**src/rtl/rf_wr_arbiter.sv**
```systemverilog
`default_nettype none
//------------------------------------------------------------------------------
// Module   : rf_wr_arbiter
// Purpose  : Round-robin arbiter that merges NUM_REQ register-file write
//            requesters onto a single registered write port. Writes to
//            address 0 can be accepted but suppressed (hardwired x0).
// Revision : 1.0 - initial release
//------------------------------------------------------------------------------
module rf_wr_arbiter #(
    parameter int NUM_REQ      = 4,
    parameter int ADDR_WIDTH   = 5,
    parameter int DATA_WIDTH   = 32,
    parameter int ZERO_DISCARD = 1
) (
    input  logic                            clk,
    input  logic                            rst_n,
    input  logic                            hold,
    input  logic [NUM_REQ-1:0]              req_valid,
    input  logic [NUM_REQ*ADDR_WIDTH-1:0]   req_addr,
    input  logic [NUM_REQ*DATA_WIDTH-1:0]   req_data,
    output logic [NUM_REQ-1:0]              req_ready,
    output logic                            wr_en,
    output logic [ADDR_WIDTH-1:0]           wr_addr,
    output logic [DATA_WIDTH-1:0]           wr_data,
    output logic [$clog2(NUM_REQ)-1:0]      grant_idx,
    output logic [15:0]                     xfer_count
);

    localparam int IDX_W = $clog2(NUM_REQ);

    // Priority pointer and registered write port
    logic [IDX_W-1:0]       ptr_q,       ptr_d;
    logic                   wr_en_q,     wr_en_d;
    logic [ADDR_WIDTH-1:0]  wr_addr_q,   wr_addr_d;
    logic [DATA_WIDTH-1:0]  wr_data_q,   wr_data_d;
    logic [IDX_W-1:0]       grant_q,     grant_d;
    logic [15:0]            count_q,     count_d;

    // Arbitration results
    logic                   w_found;
    logic [IDX_W-1:0]       w_win;
    logic [IDX_W:0]         w_cand;
    logic [IDX_W-1:0]       w_cand_idx;
    logic                   w_xfer;
    logic [ADDR_WIDTH-1:0]  w_sel_addr;
    logic [DATA_WIDTH-1:0]  w_sel_data;
    logic [IDX_W:0]         w_ptr_inc;

    // Cyclic search for the first valid requester starting at ptr_q; the
    // candidate index is reduced modulo NUM_REQ so non power-of-two counts work.
    always_comb begin
        w_found    = 1'b0;
        w_win      = '0;
        w_cand     = '0;
        w_cand_idx = '0;
        for (int k = 0; k < NUM_REQ; k++) begin
            w_cand = {1'b0, ptr_q} + (IDX_W+1)'(k);
            if (w_cand >= (IDX_W+1)'(NUM_REQ)) begin
                w_cand = w_cand - (IDX_W+1)'(NUM_REQ);
            end
            w_cand_idx = w_cand[IDX_W-1:0];
            if (!w_found && req_valid[w_cand_idx]) begin
                w_found = 1'b1;
                w_win   = w_cand_idx;
            end
        end
    end

    // Ready is the one-hot winner, gated by hold and reset; address/data never
    // influence it so requesters see a stable handshake.
    always_comb begin
        req_ready = '0;
        if (w_found && !hold && rst_n) begin
            req_ready[w_win] = 1'b1;
        end
    end

    assign w_xfer     = w_found & ~hold & rst_n;
    assign w_sel_addr = req_addr[w_win*ADDR_WIDTH +: ADDR_WIDTH];
    assign w_sel_data = req_data[w_win*DATA_WIDTH +: DATA_WIDTH];

    // Next-state of the write port, pointer and transfer counter
    always_comb begin
        w_ptr_inc = {1'b0, w_win} + {{IDX_W{1'b0}}, 1'b1};
        if (w_ptr_inc >= (IDX_W+1)'(NUM_REQ)) begin
            w_ptr_inc = '0;
        end
        ptr_d     = ptr_q;
        wr_en_d   = 1'b0;
        wr_addr_d = wr_addr_q;
        wr_data_d = wr_data_q;
        grant_d   = grant_q;
        count_d   = count_q;
        if (w_xfer) begin
            ptr_d     = w_ptr_inc[IDX_W-1:0];
            wr_en_d   = !((ZERO_DISCARD != 0) && (w_sel_addr == '0));
            wr_addr_d = w_sel_addr;
            wr_data_d = w_sel_data;
            grant_d   = w_win;
            count_d   = count_q + 16'd1;
        end
    end

    // State registers with asynchronous clear; reset drops any pending write
    always_ff @(posedge clk or negedge rst_n) begin
        if (!rst_n) begin
            ptr_q     <= '0;
            wr_en_q   <= 1'b0;
            wr_addr_q <= '0;
            wr_data_q <= '0;
            grant_q   <= '0;
            count_q   <= '0;
        end else begin
            ptr_q     <= ptr_d;
            wr_en_q   <= wr_en_d;
            wr_addr_q <= wr_addr_d;
            wr_data_q <= wr_data_d;
            grant_q   <= grant_d;
            count_q   <= count_d;
        end
    end

    assign wr_en      = wr_en_q;
    assign wr_addr    = wr_addr_q;
    assign wr_data    = wr_data_q;
    assign grant_idx  = grant_q;
    assign xfer_count = count_q;

endmodule
`default_nettype wire

```
**config.mk**
```make
export PLATFORM = sky130hd
export DESIGN_NAME = rf_wr_arbiter
export DESIGN_NICKNAME = d
export VERILOG_FILES = /design/src/rtl/rf_wr_arbiter.sv
export SDC_FILE = /design/constraint.sdc
export NUM_CORES = 1
export LEC_CHECK = 0
export ABC_AREA = 1
export BUFFER_PORTS_ARGS = -buffer_cell sky130_fd_sc_hd__buf_2
export CORE_MARGIN = 2
export CORE_UTILIZATION = 45
export DETAILED_ROUTE_END_ITERATION = 8
export MAX_ROUTING_LAYER = met4
export PLACE_DENSITY = 0.81
export SETUP_SLACK_MARGIN = 0.15
export SYNTH_ARGS = -nofsm -noshare
export SYNTH_HDL_FRONTEND = slang
export SYNTH_SLANG_ARGS = --single-unit
```
**constraint.sdc**
```tcl
create_clock -name clk -period 3 [get_ports clk]
set_clock_uncertainty 0.1 [all_clocks]
set_input_delay 0.3 -clock clk [delete_from_list [all_inputs] [get_ports clk]]
set_output_delay 0.3 -clock clk [all_outputs]
set_load 0.02 [all_outputs]
```
=== After elaboration in Yosys (flattened, before gate mapping) ===
Cells that the tools add are included.
W data, S select, Z words.

* Register bits: 58
* Logic and storage cells: 69
* Input bits: 155
* Output and inout bits: 60

* Mux-type cells: 25
* Add/sub/neg operators: 9
* Shift operators: 2
* Magnitude comparators: 11
* Bitwise operators: 3
* Reduce and logical (&&, ||, !) cells: 12
* $mul: 1

{| class="wikitable"
|+ Operators by type and width
! operator !! number
|-
| $shiftx A128 B8 Y32 || 1
|-
| $shiftx A20 B6 Y5 || 1
|-
| $mux W2 || 9
|-
| $add A16 B1 Y16 const B || 1
|-
| $lt A2 B3 Y1 const B || 5
|-
| $ge A3 B3 Y1 const B || 4
|-
| $mux W1 || 10
|-
| $bmux W1 S2 || 4
|-
| $sub A2 B1 Y2 const B || 4
|-
| $add A2 B1 Y3 const B || 2
|-
| $add A2 B2 Y3 const B || 2
|-
| $logic_and A1 B1 Y1 || 6
|-
| $logic_not A1 Y1 || 5
|-
| $logic_not A5 Y1 || 1
|-
| $mul A2 B3 Y5 const B || 1
|-
| $mux W4 || 1
|-
| $ge A2 B3 Y1 const B || 1
|-
| $and A1 B1 Y1 || 2
|-
| $demux W1 S2 || 1
|-
| $ge A2 B1 Y1 const B || 1
|-
| $not A1 Y1 || 1
|}

=== Depth between registers and ports, before layout ===
Gate-level depths: netlist of the first run.

* Depth in word-level cells: 19
* Mapped depth: 17
* Depth with buffers taken out: 16

=== Least setup slack after synthesis of the first run ===
OpenSTA, ideal clock, no wires.

* Path type: reg2out
* From: register ptr_q[0]
* To: output port req_ready[0]
* Path buffers: 3
* Required time: 2.600 ns
* Cell stages (with the launch flop): 14
* Slack: 0.634 ns
* Arrival time: 1.966 ns
* Cell sequence: dfrtp_1 buf_6 nand2_1 nand3_2 nand2_2 nor2_1 nor2_2 nand2_4 nand2_4 buf_4 buf_2 ha_1 inv_1 nor2_1

* Cells in the longest elaborated chain, start to end: 19
* Elaborated cells between the ends (all ways): 45
* Classes of those cells: 7 x add/sub; 6 x order compare; 23 x mux; 9 x reduce/logical

{| class="wikitable"
|+ Ends and longest elaborated chain
! element !! RTL line !! source
|-
| from (decl) || 32 || <nowiki>logic [IDX_W-1:0] ptr_q, ptr_d;</nowiki>
|-
| from (signal assigned) || 114 || <nowiki>ptr_q <= ptr_d;</nowiki>
|-
| parallel branches: the longest is 18 deep, another holds $add A2 B1 Y3 || -- ||
|-
| $mux W4 * || 73 || <nowiki>if (w_found && !hold && rst_n) begin</nowiki>
|-
| to (decl) || 21 || <nowiki>output logic [NUM_REQ-1:0] req_ready,</nowiki>
|}

Mark *: on every way between the ends. The select of a mux whose other input is x is not followed.

=== Worst setup path in the final report of the first run ===
* From: register ptr_q[0]
* To: output port req_ready[3]

The elaborated chain is that of the path after synthesis.

==> results.yml, run 1 <==
power_and_ir_drop:
  ir_drop_v: 0.000751
  power_density_nw_per_um2: 1170
  p_leak_nw: 2.67
cts:
  cts_tree: "yes"
  root_buffer: "clkbuf_8"
  cts_max_path_buffers: 2
  cts_sinks: 58
  numCtsBuffers: 9
  clk_pin_slew_worst_paths_ns: 0.06
  h-tree-depth: 3
  clkLatencyLatePin_ns: 0.33
global_routing:
  grt_pass1_vias: 4027
  track_usage_pct: 26.1
  grt_pass1_wl_um: 18100
  grt_overflow_total: 0
  antenna_found_initial: 0
  grt_max_degree: 59
final_layout:
  drive_above_1_share_pct: 36.3
  multi_input_area_um2: 2070
  area_growth_pct: 33.9
  fin_nets: 891
  seq_area_um2: 1450
  fin_util_pct: 62.3
  fillers: 742
route:
  ant_nets: 0
  wirelength_um: 12000
  first_pass_iters: 5
  drt_iter0_markers: 168
  drc: 0
  num_vias: 4368
  avgRoutedWirePerCell_um: 14.2
  via_per_inst: 5.18
logic_synthesis:
  synth-seq-cells: 58
  syn_area_per_cell_um2: 7.32
  synthTopCellsByArea: "dfrtp_1, nor2_1, nand2_1"
  syn_area_um2: 3820
  yosysMostFrequentCell: "nor2_1"
  postSynth.asyncResetShare_pct: 100
  yosysSeqAreaShare_pct: 38.0
  ys_warn_count: 0
  synth_common_cells: "nor2_1, nand2_1, dfrtp_1"
  netlist.area_leader.share_pct: 38.0
  synthesis.nets: 683
  netlist_instances: 522
  ys.flop_type: "dfrtp_1"
  synthDistinctLibCells: 33
  synth_top_cell_by_area: "dfrtp_1"
  synth_edf_count: 0
setup_path:
  crit_arrival_ns: 2.26
  ff2ff_setup_slack_ns: 0.54
  worstPathRequired_ns: 2.60
  crit_path_start_kind: "register"
  crit_type: "reg2out"
  end_kind: "output port"
  critPathMaxFanout: 14
timing:
  timing.final.crit_share_pct: 88.7
  period_minus_slack_ns: 2.66
  setup_viol: 0
  worst_pin_slew_ns: 0.754
  hold_viol: 0
  slew_viol_final: 0
  max_slew_margin_pct: 49.7
  finalSetupTns_ns: 0
  rsz0062_at_grt: "false"
  clock.fmax_ghz: 0.376
flow_run:
  drv_cap: 0
floorplanning:
  dieArea_um2: 9240
  core_um2: 8220
  floorplan.initialDensity_pct: 46.5
  ioPinCount: 215
  die_x_um: 96.1
  die_h_um: 96.1
  rows: 33
hold_path:
  hold_path.class: "in2async"
outcome:
  status: "complete, no violations"
placed_design:
  routabilityCongestion: 0.842
  dp_hpwl_um: 9190
  io_buffer_count: 214
-- cell families after synthesis --
logic type | synth area share (%)
AOI/OAI and AO/OA | 17.7
xor gates and xnor gates | 3.21
adders and majority gates | 1.97
buffers and inverters | 8.09
DFF | 38.0
and+or+nand+nor | 31.1
-- layout make-up --
class	instances	area share (%)
antenna	3	0.147
clock buffer	13	2.91
clock inverter	3	0.293
inverter	27	2.13
multi-input combinational	407	40.5
sequential	58	28.4
tap	105	2.57
timing repair buffer	227	23.1
-- registers in the layout (all words and copies together) (netlist names) --
| register | flops |
|---|---|
| grant_idx | 2 |
| wr_en | 1 |
| wr_data | 32 |
| ptr_q | 2 |
| xfer_count | 16 |
| wr_addr | 5 |
-- critical path, stage by stage, from the launching register on --
cell     delay (ns)
dfrtp_2        0.43
buf_4          0.16
nand2_2        0.09
nand2_4        0.06
nand2_1        0.06
nand2_1        0.08
nor2_4         0.12
nand3_2        0.11
nand2_4        0.14
nand2_8        0.11
inv_8          0.12
ha_1           0.14
inv_1          0.04
nor2_1         0.08
buf_2          0.17
-- repair_timing --
item | in CTS | in global routing
gates resized for setup | 2 | 4
hold buffers | 0 | 0
setup buffers | 1 | 2
endpoints found under the setup margin | 4 | 9
-- final timing paths --
kind,from,to,cells past startpoint
max,ptr_q[0],req_ready[3],14
min,rst_n,xfer_count[8],2
max reg2reg,ptr_q[0],wr_data[24],14
min reg2reg,wr_addr[1],wr_addr[1],2
max in group asynchronous,rst_n,ptr_q[0],2
min in group clk,req_data[49],wr_data[17],3
-- stage by stage --
| stage | total power, mW | hold slack [ns] | setup WS [ns] | instances | instance area [um2] |
|---|---|---|---|---|---|
| floorplan | 4.44 | -0.0956 | 0.634 | 522 | 3820 |
| global placement | 5.16 | 0.367 | 0.448 | 821 | 4900 |
| detailed placement | 5.28 | 0.377 | 0.255 | 821 | 4900 |
| CTS | 5.95 | 0.0999 | 0.181 | 838 | 5080 |
| global route | 6.58 | 0.0993 | 0.161 | 840 | 5110 |
| finish | 6.01 | 0.0829 | 0.340 | 843 | 5120 |
-- cells in the final DEF, fill, tap and decap left out, types with 4 or more instances in the layout --
cell      instances
clkbuf_8         10
buf_4            12
nand3_1          25
nand2_1         100
xnor2_1           9
o211ai_1         27
nor2_1          109
nand2_2           6
nor2_2            4
o21ai_1          34
ha_1              6
dfrtp_1          57
inv_1            21
o21ai_0          36
xor2_1            5
a31oi_1          11
nand4_1           4
or2_0             8
inv_2             5
buf_2           214
o21a_1            5
-- metal layers --
metal  wire length (um)  part of all wire (%)  global-route usage [%]
met1               4770                    40                    30.7
met5                  0                     0                       -
met3                830                   6.9                    5.17
met4                319                   2.7                    11.7
met2               6050                    51                    43.2
-- power by group --
group          switching [mW]  leakage [nW]  internal (mW)
combinational            2.65          1.87           1.38
sequential              0.230         0.716           1.12
clock                   0.305        0.0872          0.319
total                    3.19          2.67           2.82
Power figures use the tool's default switching activity.
==> run 2, diff against run 1 <==
Settings changed: ABC_AREA 1 to unset, CORE_UTILIZATION 45 to 44.
==> run 2 against run 1 <==
- clock power up 43%
- sequential cell count unchanged
- register-to-register slack better by 0.15 ns
- non-clock buffer count down 4
- area after synthesis down 7.0%
- clock-buffer cell count down 4
- maximum frequency down 1.2%
- sequential power down 10%
- total power down 33%
- combinational power down 52%
==> results.yml, run 2 <==
outcome:
  status: "complete, no violations"
final_layout:
  final_cell_mix: "buf_2, nand2_1, and3_1"
  layoutNonFillerInstCount: 767
  fin_nets: 821
  diodes: 0
  area_growth_pct: 39.6
  layout_commonest_cell: "buf_2"
  drive_above_1_share_pct: 36.5
  largest_reg_flops: 32
  fillers: 715
global_routing:
  grt_pass1_vias: 3699
  grt_pass1_wl_um: 17000
  track_usage_pct: 24.9
  antenna_found_initial: 0
  grt_overflow_total: 0
  grt_max_degree: 81
logic_synthesis:
  synth_top_cell_by_area: "dfrtp_1"
  synth_common_cells: "nand2_1, and3_1, dfrtp_1"
  netlist.area_leader.share_pct: 40.8
  ys.flop_type: "dfrtp_1"
  netlist_instances: 458
  synth-seq-cells: 58
  syn_area_um2: 3550
  yosysSeqAreaShare_pct: 40.8
  synthDistinctLibCells: 31
  postSynth.asyncResetShare_pct: 100
  synthTopCellsByArea: "dfrtp_1, nand2_1, and3_1"
  syn_area_per_cell_um2: 7.76
  synthesis.nets: 619
  ys_warn_count: 0
  yosysMostFrequentCell: "nand2_1"
  synth_edf_count: 0
route:
  first_pass_iters: 6
  num_vias: 4052
  drc: 0
  avgRoutedWirePerCell_um: 14.3
  wirelength_um: 11000
  via_per_inst: 5.28
  drt_iter0_markers: 176
  ant_nets: 0
power_and_ir_drop:
  ir_drop_v: 0.000298
  power_density_nw_per_um2: 815
  p_leak_nw: 2.84
timing:
  clock.fmax_ghz: 0.371
  whs_ns: 0.239
  timing.final.crit_share_pct: 89.7
  max_slew_margin_pct: 64.9
  setup_viol: 0
  period_minus_slack_ns: 2.69
  postLayoutSetupSlackWorst_ns: 0.308
  hold_viol: 0
  slew_viol_final: 0
  rsz0062_at_grt: "false"
  finalSetupTns_ns: 0
  worst_pin_slew_ns: 0.523
hold_path:
  holdPathEnd: "wr_data[12]"
  hold_path.class: "in2reg"
  worstHoldStart: "req_data[108]"
  min_path_cells: 4
cts:
  numCtsBuffers: 9
  root_buffer: "clkbuf_8"
  clkLatencyLatePin_ns: 0.32
  cts_tree: "yes"
  cts_sinks: 58
  h-tree-depth: 3
  cts_max_path_buffers: 2
  clk_pin_slew_worst_paths_ns: 0.08
setup_path:
  startpoint: "ptr_q[1]"
  r2r_cells: 7
  worstReg2RegEnd: "wr_en"
  worstPathRequired_ns: 2.60
  crit_type: "reg2out"
  crit_arrival_ns: 2.29
  end_kind: "output port"
  r2r-start: "ptr_q[1]"
  critPathMaxFanout: 44
  crit_path_start_kind: "register"
  ff2ff_setup_slack_ns: 0.69
placed_design:
  io_buffer_count: 214
  pre_cts_slack_ns: 0.532
  routabilityCongestion: 0.853
  dp_cells: 750
  dp_hpwl_um: 8400
floorplanning:
  floorplan.initialDensity_pct: 45.7
  die_x_um: 93.9
  core_um2: 7770
  ioPinCount: 215
  rows: 32
  dieArea_um2: 8810
  die_h_um: 93.9
flow_run:
  drv_cap: 0
[run 2: changes by cell type after synthesis, sizes merged, moves of 10 or more]
| cell | previous run | this run |
|---|---|---|
| and3 | 0 | 71 |
| nor2 | 114 | 6 |
| buf | 29 | 5 |
| clkbuf | 1 | 27 |
| inv | 27 | 4 |
| or2 | 10 | 0 |
| nand2 | 110 | 192 |
| a31oi | 11 | 0 |
| o211ai | 27 | 0 |
| o21ai | 70 | 3 |
| nand3 | 28 | 9 |
| o31ai | 0 | 35 |
[run 2: final cells by class]
class | count | area [um2] | area share, %
clock inverter | 7 | 125 | 2.52
tap | 102 | 128 | 2.57
sequential | 58 | 1450 | 29.3
timing repair buffer | 223 | 1160 | 23.3
clock buffer | 9 | 124 | 2.50
inverter | 4 | 15.0 | 0.303
multi-input combinational | 364 | 1960 | 39.5
[run 2: through the flow]
stage	total power, mW	utilization [%]	instance area (um2)
2_1_floorplan	2.50	-	3550
3_3_place_gp	3.09	60.5	4700
3_5_place_dp	3.16	60.5	4700
4_1_cts	4.07	63.8	4960
5_1_grt	4.33	63.9	4960
6_report	4.04	63.9	4960
[run 2: timing repair]
item                                    4_1_cts  5_1_grt
endpoints found under the hold margin        17        0
resized for setup                             0        1
hold buffers                                  1        0
setup buffers                                 0        0
endpoints found under the setup margin        0        2
[run 2: routing by layer]
layer	vias up	wire [um]	track usage (%)
met2	190	5620	42.9
met4	0	134	7.00
met1	1901	4370	29.8
met5	-	0	-
met3	14	871	4.98
li1	1947	-	-
[run 2: how the worst max path moves through the flow]
stage / end / slack [ns] / cells after the start
2_1_floorplan: req_ready[2] / 0.80 / 8
3_3_place_gp: req_ready[3] / 0.63 / 7
3_5_place_dp: req_ready[1] / 0.53 / 7
4_1_cts: req_ready[1] / 0.17 / 7
5_1_grt: req_ready[0] / 0.15 / 8
6_report: req_ready[0] / 0.31 / 8
[run 2: critical path, stage by stage, from the launching register on]
cell and delay (ns):
dfrtp_1 0.43, nand2b_1 0.17, a21oi_1 0.24, nor3_4 0.08, inv_2 0.15, buf_4 0.40, ha_1 0.22, and2_1 0.11
buf_2 0.16
[run 2: power breakdown]
group | internal [mW] | switching (mW)
sequential | 1.03 | 0.177
clock | 0.559 | 0.335
combinational | 0.741 | 1.20
[run 2: kinds of logic after synthesis]
family / share of synthesized area [%]
buffers and inverters: 3.98
flip-flops: 40.8
XOR/XNOR: 3.70
multiplexers: 1.90
adder cells (fa/ha/maj): 2.11
AO/OA/AOI/OAI: 8.73
AND/OR/NAND/NOR: 38.7
